--- config.mk ---
export PLATFORM = sky130hd
export DESIGN_NAME = vga_frame_scanner_flat
export DESIGN_NICKNAME = d
export VERILOG_FILES = /design/src/rtl/vga_frame_scanner_if.sv /design/src/rtl/vga_frame_scanner.sv /design/src/flat_wrapper.sv
export SDC_FILE = /design/constraint.sdc
export NUM_CORES = 1
export LEC_CHECK = 0
export CAP_MARGIN = 10
export CORE_MARGIN = 2
export CORE_UTILIZATION = 40
export CTS_CLUSTER_SIZE = 40
export DETAILED_ROUTE_END_ITERATION = 10
export PLACE_DENSITY = 0.76
export SLEW_MARGIN = 20
export SYNTH_ARGS = -nofsm -noshare
export SYNTH_HDL_FRONTEND = slang
export SYNTH_SLANG_ARGS = --single-unit
--- constraint.sdc ---
create_clock -name Clk -period 1.52 [get_ports Clk]
set_input_delay 0.152 -clock Clk [delete_from_list [all_inputs] [get_ports Clk]]
set_output_delay 0.152 -clock Clk [all_outputs]
set_load 0.01 [all_outputs]
--- src/rtl/vga_frame_scanner_if.sv ---
// Bundle of the signals between the scanner, color_mapper and the VGA pins.
//   master : scanner side (takes RGB in, drives scan position, strobes and pins)
//   slave  : consumer side (color_mapper, motion logic and the board pins)
interface vga_frame_scanner_if;
  logic [7:0] Red_in, Green_in, Blue_in;
  logic [9:0] DrawX, DrawY;
  logic       pix_en, frame_start;
  logic [7:0] VGA_R, VGA_G, VGA_B;
  logic       VGA_HS, VGA_VS, VGA_BLANK_N;

  modport master (
    input  Red_in, Green_in, Blue_in,
    output DrawX, DrawY, pix_en, frame_start,
           VGA_R, VGA_G, VGA_B, VGA_HS, VGA_VS, VGA_BLANK_N
  );
  modport slave (
    output Red_in, Green_in, Blue_in,
    input  DrawX, DrawY, pix_en, frame_start,
           VGA_R, VGA_G, VGA_B, VGA_HS, VGA_VS, VGA_BLANK_N
  );
endinterface

--- src/rtl/vga_frame_scanner.sv ---
// Raster timing generator and registered RGB output stage.
//   Clk, Reset_n : single clock, async active-low reset
//   bus (master) : Red/Green/Blue_in from color_mapper; DrawX/DrawY scan
//                  position; pix_en pixel strobe; frame_start per-frame pulse;
//                  VGA_R/G/B, VGA_HS, VGA_VS, VGA_BLANK_N to the pins.
// The output stage lags DrawX/DrawY by one pixel, so color_mapper gets a full
// pixel period to turn the position into a colour.
module vga_frame_scanner #(
  parameter int PIX_DIV   = 2,
  parameter int H_VISIBLE = 640,
  parameter int H_FP      = 16,
  parameter int H_SYNC    = 96,
  parameter int H_BP      = 48,
  parameter int V_VISIBLE = 480,
  parameter int V_FP      = 10,
  parameter int V_SYNC    = 2,
  parameter int V_BP      = 33
) (
  input  logic                 Clk,
  input  logic                 Reset_n,
  vga_frame_scanner_if.master  bus
);
  localparam int H_TOTAL = H_VISIBLE + H_FP + H_SYNC + H_BP;
  localparam int V_TOTAL = V_VISIBLE + V_FP + V_SYNC + V_BP;
  localparam int DIV_W   = (PIX_DIV > 1) ? $clog2(PIX_DIV) : 1;

  localparam logic [DIV_W-1:0] DIV_LAST = DIV_W'(PIX_DIV - 1);
  localparam logic [9:0] H_LAST = 10'(H_TOTAL - 1);
  localparam logic [9:0] V_LAST = 10'(V_TOTAL - 1);
  localparam logic [9:0] H_VIS  = 10'(H_VISIBLE);
  localparam logic [9:0] V_VIS  = 10'(V_VISIBLE);
  localparam logic [9:0] HS_BEG = 10'(H_VISIBLE + H_FP);
  localparam logic [9:0] HS_END = 10'(H_VISIBLE + H_FP + H_SYNC - 1);
  localparam logic [9:0] VS_BEG = 10'(V_VISIBLE + V_FP);
  localparam logic [9:0] VS_END = 10'(V_VISIBLE + V_FP + V_SYNC - 1);

  logic [DIV_W-1:0] div_q, div_d;
  logic             pix_en_q, pix_en_d;
  logic [9:0]       hc_q, hc_d, vc_q, vc_d;
  logic [7:0]       r_q, r_d, g_q, g_d, b_q, b_d;
  logic             hs_q, hs_d, vs_q, vs_d, blank_n_q, blank_n_d;
  logic             fs_q, fs_d;
  logic             vis, h_wrap, v_wrap;

  always_comb begin
    div_d = (div_q == DIV_LAST) ? '0 : div_q + 1'b1;
    // pix_en is a flop: it goes high for the cycle in which div reads its last
    // value, which also keeps it low while in reset when PIX_DIV == 1.
    pix_en_d  = (div_d == DIV_LAST);
    h_wrap    = (hc_q == H_LAST);
    v_wrap    = (vc_q == V_LAST);
    vis       = (hc_q < H_VIS) && (vc_q < V_VIS);
    hc_d      = hc_q;
    vc_d      = vc_q;
    r_d       = r_q;
    g_d       = g_q;
    b_d       = b_q;
    hs_d      = hs_q;
    vs_d      = vs_q;
    blank_n_d = blank_n_q;
    fs_d      = 1'b0;
    if (pix_en_q) begin
      hc_d = h_wrap ? '0 : hc_q + 10'd1;
      if (h_wrap) vc_d = v_wrap ? '0 : vc_q + 10'd1;
      // Output stage uses the pre-increment position: one pixel behind DrawX/Y.
      blank_n_d = vis;
      r_d       = vis ? bus.Red_in   : 8'h00;
      g_d       = vis ? bus.Green_in : 8'h00;
      b_d       = vis ? bus.Blue_in  : 8'h00;
      hs_d      = !((hc_q >= HS_BEG) && (hc_q <= HS_END));
      vs_d      = !((vc_q >= VS_BEG) && (vc_q <= VS_END));
      // Lands in the same cycle the counters first read (0,0).
      fs_d      = h_wrap && v_wrap;
    end
  end

  always_ff @(posedge Clk or negedge Reset_n) begin
    if (!Reset_n) begin
      div_q     <= '0;
      pix_en_q  <= 1'b0;
      hc_q      <= '0;
      vc_q      <= '0;
      r_q       <= '0;
      g_q       <= '0;
      b_q       <= '0;
      hs_q      <= 1'b1;
      vs_q      <= 1'b1;
      blank_n_q <= 1'b0;
      fs_q      <= 1'b0;
    end else begin
      div_q     <= div_d;
      pix_en_q  <= pix_en_d;
      hc_q      <= hc_d;
      vc_q      <= vc_d;
      r_q       <= r_d;
      g_q       <= g_d;
      b_q       <= b_d;
      hs_q      <= hs_d;
      vs_q      <= vs_d;
      blank_n_q <= blank_n_d;
      fs_q      <= fs_d;
    end
  end

  assign bus.DrawX       = hc_q;
  assign bus.DrawY       = vc_q;
  assign bus.pix_en      = pix_en_q;
  assign bus.frame_start = fs_q;
  assign bus.VGA_R       = r_q;
  assign bus.VGA_G       = g_q;
  assign bus.VGA_B       = b_q;
  assign bus.VGA_HS      = hs_q;
  assign bus.VGA_VS      = vs_q;
  assign bus.VGA_BLANK_N = blank_n_q;
endmodule

--- src/flat_wrapper.sv ---
// flat-port wrapper written by rule: the top's interface ports become plain ports
module vga_frame_scanner_flat 
#(
  parameter int PIX_DIV   = 2,
  parameter int H_VISIBLE = 640,
  parameter int H_FP      = 16,
  parameter int H_SYNC    = 96,
  parameter int H_BP      = 48,
  parameter int V_VISIBLE = 480,
  parameter int V_FP      = 10,
  parameter int V_SYNC    = 2,
  parameter int V_BP      = 33
)
  (Clk, Reset_n, bus_Red_in, bus_Green_in, bus_Blue_in, bus_DrawX, bus_DrawY, bus_pix_en, bus_frame_start, bus_VGA_R, bus_VGA_G, bus_VGA_B, bus_VGA_HS, bus_VGA_VS, bus_VGA_BLANK_N);
  vga_frame_scanner_if bus_i ();
  input  logic Clk;
  input  logic Reset_n;
  input wire logic [$bits(bus_i.Red_in)-1:0] bus_Red_in;
  input wire logic [$bits(bus_i.Green_in)-1:0] bus_Green_in;
  input wire logic [$bits(bus_i.Blue_in)-1:0] bus_Blue_in;
  output wire logic [$bits(bus_i.DrawX)-1:0] bus_DrawX;
  output wire logic [$bits(bus_i.DrawY)-1:0] bus_DrawY;
  output wire logic [$bits(bus_i.pix_en)-1:0] bus_pix_en;
  output wire logic [$bits(bus_i.frame_start)-1:0] bus_frame_start;
  output wire logic [$bits(bus_i.VGA_R)-1:0] bus_VGA_R;
  output wire logic [$bits(bus_i.VGA_G)-1:0] bus_VGA_G;
  output wire logic [$bits(bus_i.VGA_B)-1:0] bus_VGA_B;
  output wire logic [$bits(bus_i.VGA_HS)-1:0] bus_VGA_HS;
  output wire logic [$bits(bus_i.VGA_VS)-1:0] bus_VGA_VS;
  output wire logic [$bits(bus_i.VGA_BLANK_N)-1:0] bus_VGA_BLANK_N;
  assign bus_i.Red_in = bus_Red_in;
  assign bus_i.Green_in = bus_Green_in;
  assign bus_i.Blue_in = bus_Blue_in;
  assign bus_DrawX = bus_i.DrawX;
  assign bus_DrawY = bus_i.DrawY;
  assign bus_pix_en = bus_i.pix_en;
  assign bus_frame_start = bus_i.frame_start;
  assign bus_VGA_R = bus_i.VGA_R;
  assign bus_VGA_G = bus_i.VGA_G;
  assign bus_VGA_B = bus_i.VGA_B;
  assign bus_VGA_HS = bus_i.VGA_HS;
  assign bus_VGA_VS = bus_i.VGA_VS;
  assign bus_VGA_BLANK_N = bus_i.VGA_BLANK_N;
  vga_frame_scanner #(.PIX_DIV(PIX_DIV), .H_VISIBLE(H_VISIBLE), .H_FP(H_FP), .H_SYNC(H_SYNC), .H_BP(H_BP), .V_VISIBLE(V_VISIBLE), .V_FP(V_FP), .V_SYNC(V_SYNC), .V_BP(V_BP)) u_core (.Clk(Clk), .Reset_n(Reset_n), .bus(bus_i));
endmodule
==> results.cfg, run 1 <==
[status]
status = finished, final reports clean

[detailed_routing]
ant_nets = 0
firstDrtPassIters = 4
first_iter_violations = 50
wl_per_cell_um = 14.66
dr_total_vias = 1774
drc = 0
routed_wl_um = 5161
viasPerCell = 5.040

[pwr]
p_sw_uw = 519.0
seqPwrFrac = 0.573
swShare = 0.2198
power_frac_comb = 0.088
powerDensity_nw_per_um2 = 701.7
p_total_uw = 2361
vdd_drop_max_uv = 440.3
p_leak_uw = 0.001539
clkPwrFrac = 0.339
p_int_uw = 1842

[clock_tree]
clk_pin_slew_ns = 0.09
numCtsBuffers = 5
root_buffer = clkbuf_8
cts.sinks = 49
ctsLongestPathBuffers = 2
clk_latency_ns = 0.31
cts_tree = done
htree_num_levels = 2

[synthesis]
syn_avg_cell_area_sq_um = 12.11
yosysTopAreaCell = dfrtp_1
yosysWarnings = 0
yosys-top-cells-area = dfrtp_1, a22o_1, xnor2_1
ys_types = 36
synth_top_area_share = 0.5612
syn-num-nets = 203
syn_inst = 173
ys_seq_elements = 49
seq_area_frac_synth = 0.5863
synth.cell_area_sq_um = 2096

[grt]
grt_max_degree = 32
grt_pass1_wl_um = 8542
antenna_found_initial = 0
grt.overflow.total = 0
grt.total_usage = 0.1840
grt_pass1_vias = 1831

[finish]
most-common-layout-cells = clkdlybuf4s50_1, dfrtp_1, buf_4
seq_area_sq_um = 1237
fin_util = 0.6630
num_antenna_cells = 0
final_common_cell = clkdlybuf4s50_1
drive_gt1_frac = 0.2553
syn2layout_area_growth_pct = 60.54
fillers = 408
final_nets = 311
multi_input_comb_area_sq_um = 888.4

[setup_path]
critPathLaunchType = register
critPathArrivalTime_ns = 1.73
worst-setup-path-type = register to register
critical_path.max_fanout = 4
worstPathRequired_ns = 1.76
setup.worst_path.end_class = register

[floorplan]
dieHeight_um = 76.39
die_area_sq_um = 5835
die_w_um = 76.39
num_io_pins = 75
start_util = 0.4130
core_sq_um = 5075
fp-row-count = 26

[sta]
setup_viol = 0
worst_pin_slew_ns = 0.4520
finClkSkew_ns = 0.01214
rsz0062_at_grt = yes
fmax_ghz = 0.6709
period_share = 0.9806
period_minus_slack_ns = 1.490
slew_viol_final = 0
tns_ns = 0
post-route-worst-setup-slack_ns = 0.02953
fin_hold_ws_ns = 0.3172
hold_viol_final = 0
slew_headroom = 0.6986

[placed_design]
port_buffers = 74
dpl.hpwl_um = 3696
pre_cts_ws_ns = -0.04459
gp_congestion = 0.8646

[flow_run]
max_cap_viol_count = 0

[hold_path]
hold_path_class = primary input to asynchronous set/reset pin
## metal layers
metal  GRT usage  wire, um  vias up
met1      0.2306      2253      851
li1            -         -      845
met5           0         0        -
met2      0.2991      2457       71
met4     0.06000        59        0
met3     0.06398       390        7
## per-stage QoR
step	instance area, sq um	instances
after floorplan	2111	173
after global placement	3110	335
after detailed placement	3110	335
after CTS	3267	350
after global routing	3364	352
final	3364	352
## final cells by class
class | instances | share of cell area
Timing Repair Buffer | 109 | 0.3087
Inverter | 5 | 0.005578
Multi-Input combinational cell | 111 | 0.2640
Sequential cell | 49 | 0.3678
Clock inverter | 1 | 0.002231
Tap cell | 70 | 0.02603
Clock buffer | 7 | 0.02566
## power groups by stage
| stage | clock network, uW | registers, uW | logic (uW) |
|---|---|---|---|
| 2_1_floorplan | 0 | 1390 | 27.6 |
| 3_3_place_gp | 0 | 1380 | 206 |
| 3_5_place_dp | 0 | 1380 | 211 |
| 4_1_cts | 819 | 1350 | 212 |
| 5_1_grt | 868 | 1360 | 225 |
| 6_report | 800 | 1350 | 207 |
## critical path, stage by stage, from the launching register on
cell	delay, ns
dfrtp_1	0.40
ha_4	0.17
and4_4	0.23
nand3_4	0.06
or4_4	0.42
a21oi_2	0.15
## synth_stat cells
library cell	n
and4_1	1
nor3_1	5
nand3_1	11
nor4bb_1	1
a21oi_1	4
nor4_4	1
and4_2	1
o22ai_1	1
a21o_1	1
nand4b_1	1
xnor2_1	8
dfrtp_1	47
xor2_1	5
buf_2	4
nor2_1	10
o31ai_1	1
nor2_8	1
or4b_2	1
or4_1	1
nor4_1	1
and4_4	1
clkbuf_1	3
a22o_1	24
nand4_1	5
and3_1	3
ha_1	4
o21ai_0	7
buf_4	1
nand2_1	8
and4b_1	1
and4b_4	1
or2_2	1
inv_1	4
nand3_4	1
clkinv_1	1
dfstp_2	2
## cells by family after synthesis
| group | count (synthesis) | share of synthesized area |
|---|---|---|
| AND/OR/NAND/NOR | 56 | 0.1714 |
| AO/OA/AOI/OAI | 38 | 0.1367 |
| adder cells (fa/ha/maj) | 4 | 0.02388 |
| flip-flops | 49 | 0.5863 |
| buffers and inverters | 13 | 0.02746 |
| XOR/XNOR | 13 | 0.05433 |
## flip-flops by register name (all words and copies together) (netlist names)
signal,count
u_core.div_q,1
u_core.bus.DrawY,10
u_core.bus.VGA_HS,1
u_core.bus.VGA_VS,1
u_core.bus.VGA_R,8
u_core.bus.frame_start,1
u_core.bus.VGA_G,8
u_core.bus.VGA_B,8
u_core.bus.DrawX,10
u_core.bus.VGA_BLANK_N,1
## repair_timing
action | CTS | global route
gates resized for setup | 11 | 23
endpoints found under the setup margin | 15 | 41
endpoints found under the hold margin | 17 | 0
hold buffers | 1 | 0
cloned | 0 | 0
pin swaps | 3 | 2
buffers inserted | 6 | 2
## final timing paths
check	from	end	slack, ns	depth (start not counted)
min	Reset_n	u_core.bus.DrawX[9]	0.32	2
max reg2reg	u_core.bus.DrawX[0]	u_core.bus.DrawY[9]	0.03	5
max in group asynchronous	Reset_n	u_core.bus.VGA_HS	0.61	3
min in group Clk	bus_Blue_in[4]	u_core.bus.VGA_B[4]	0.43	2
max	u_core.bus.DrawX[0]	u_core.bus.DrawY[9]	0.03	5
min reg2reg	u_core.bus.VGA_VS	u_core.bus.VGA_VS	0.49	2
Note: power is estimated with default switching activity, not from simulation.
==> run 2, diff against run 1 <==
--- a/config.mk
+++ b/config.mk
@@ -5,11 +5,13 @@
 export SDC_FILE = /design/constraint.sdc
 export NUM_CORES = 1
 export LEC_CHECK = 0
+export ABC_AREA = 0
 export CAP_MARGIN = 10
 export CORE_MARGIN = 2
 export CORE_UTILIZATION = 40
 export CTS_CLUSTER_SIZE = 40
 export DETAILED_ROUTE_END_ITERATION = 10
+export GPL_TIMING_DRIVEN = 0
 export PLACE_DENSITY = 0.76
 export SLEW_MARGIN = 20
 export SYNTH_ARGS = -nofsm -noshare
==> results.cfg, run 2 (synthesized netlist as in run 1, its figures left out) <==
[status]
status = finished with violations
violations = setup timing

[finish]
seq_area_sq_um = 1242
multi_input_comb_area_sq_um = 878.3
fillers = 410
most-common-layout-cells = clkdlybuf4s50_1, dfrtp_1, buf_4
stdcell_area_sq_um = 3369
instances_no_fill = 351
final_nets = 310
syn2layout_area_growth_pct = 60.78
final_common_cell = clkdlybuf4s50_1
drive_gt1_frac = 0.2740
num_antenna_cells = 0

[placed_design]
port_buffers = 74
placed_cells = 318
dpl.hpwl_um = 3365
gp_congestion = 0.8452
placed_area_sq_um = 2954

[pwr]
p_leak_uw = 0.001514
powerDensity_nw_per_um2 = 747.0
vdd_drop_max_uv = 417.4

[setup_path]
worstPathRequired_ns = 1.75
cp_slowest_cell = or4_4
crit_chain = ha_4, and4_4, nand3_4, or4_4, a21oi_2
critPathArrivalTime_ns = 1.78
worst-setup-path-type = register to register
critPathLaunchType = register
cp_top_family = simple AND/OR/NAND/NOR gates
cpPeakStageDelay_ns = 0.48
setup.worst_path.end_class = register
cp_num_buf_inv = 0
critical_path.max_fanout = 2

[grt]
grt.total_usage = 0.1756
grt.overflow.total = 0
grt_max_degree = 34
grt_pass1_vias = 1755
antenna_found_initial = 0
grt_pass1_wl_um = 8266

[sta]
slew_viol_final = 0
period_share = 1.019
slew_headroom = 0.7273
post-route-worst-setup-slack_ns = -0.02888
period_minus_slack_ns = 1.549
fmax_ghz = 0.6456
hold_viol_final = 0
finClkSkew_ns = 0.004378
setup_viol = 3
rsz0062_at_grt = yes
worst_pin_slew_ns = 0.4090

[floorplan]
start_util = 0.4130
die_w_um = 76.39
core_sq_um = 5075
die_area_sq_um = 5835
num_io_pins = 75
fp-row-count = 26
dieHeight_um = 76.39

[clock_tree]
root_buffer = clkbuf_8
numCtsBuffers = 5
cts_tree = done
htree_num_levels = 2
cts.sinks = 49
clk_latency_ns = 0.30
clk_pin_slew_ns = 0.09
ctsLongestPathBuffers = 2

[detailed_routing]
ant_nets = 0
first_iter_violations = 75
dr_total_vias = 1784
viasPerCell = 5.083
drc = 0
firstDrtPassIters = 4
routed_wl_um = 5152
wl_per_cell_um = 14.68

[hold_path]
hold_path_class = primary input to asynchronous set/reset pin

[flow_run]
max_cap_viol_count = 0
==> run 2: worst paths after layout <==
check,from,to,slack [ns],cells after the start
setup / recovery,u_core.bus.DrawX[0],u_core.bus.DrawY[9],-0.03,5
hold / removal,Reset_n,u_core.bus.DrawX[6],0.31,2
setup reg to reg,u_core.bus.DrawX[0],u_core.bus.DrawY[9],-0.03,5
min in group Clk,bus_Blue_in[3],u_core.bus.VGA_B[3],0.45,2
max in group asynchronous,Reset_n,u_core.bus.VGA_VS,0.63,3
hold reg to reg,u_core.bus.VGA_BLANK_N,u_core.bus.VGA_BLANK_N,0.49,1
==> run 2: area by class of cell <==
| type | instances | share of cell area |
|---|---|---|
| clock inverter | 2 | 0.01114 |
| sequential | 49 | 0.3687 |
| timing repair buffer | 101 | 0.2856 |
| multi-input combinational | 111 | 0.2607 |
| tap | 70 | 0.02599 |
| inverter | 5 | 0.005941 |
| buffer | 7 | 0.01745 |
| clock buffer | 6 | 0.02451 |
==> run 2: where the power goes <==
group / internal [uW] / switching, uW / leakage, uW / total (uW)
sequential: 1330 / 18.9 / 0.000585 / 1350
combinational: 137 / 69.6 / 0.000871 / 206
clock: 535 / 422 / 0.0000574 / 957
total: 2010 / 510 / 0.00151 / 2520
==> run 2: what timing repair did <==
item	4_1_cts	5_1_grt
buffers inserted	17	8
hold buffers	1	0
gates cloned	0	0
resized for setup	17	26
hold endpoints to repair	15	0
setup endpoints to repair	38	44
pin swaps	4	10
==> run 2: stage by stage <==
step	hold slack, ns	utilization	setup TNS (ns)	setup WS (ns)	power, uW
finish	0.3122	0.6640	-0.05097	-0.02888	2517
global route	0.3460	0.6640	-0.7155	-0.1064	2609
CTS	0.3153	0.6410	-0.04900	-0.03896	2555
detailed placement	0.1056	0.5821	-4.624	-0.1861	1588
global placement	0.4726	0.5791	-56.15	-1.244	1580
floorplan	-0.1436	-	-0.1022	-0.09665	1421
==> run 2: routing by layer <==
layer | vias to the layer above | global-route usage | part of all wire
met3 | 4 | 0.05332 | 0.084
met4 | 0 | 0.04909 | 0.0064
met5 | - | 0 | 0
li1 | 848 | - | -
met2 | 78 | 0.2779 | 0.48
met1 | 854 | 0.2355 | 0.43
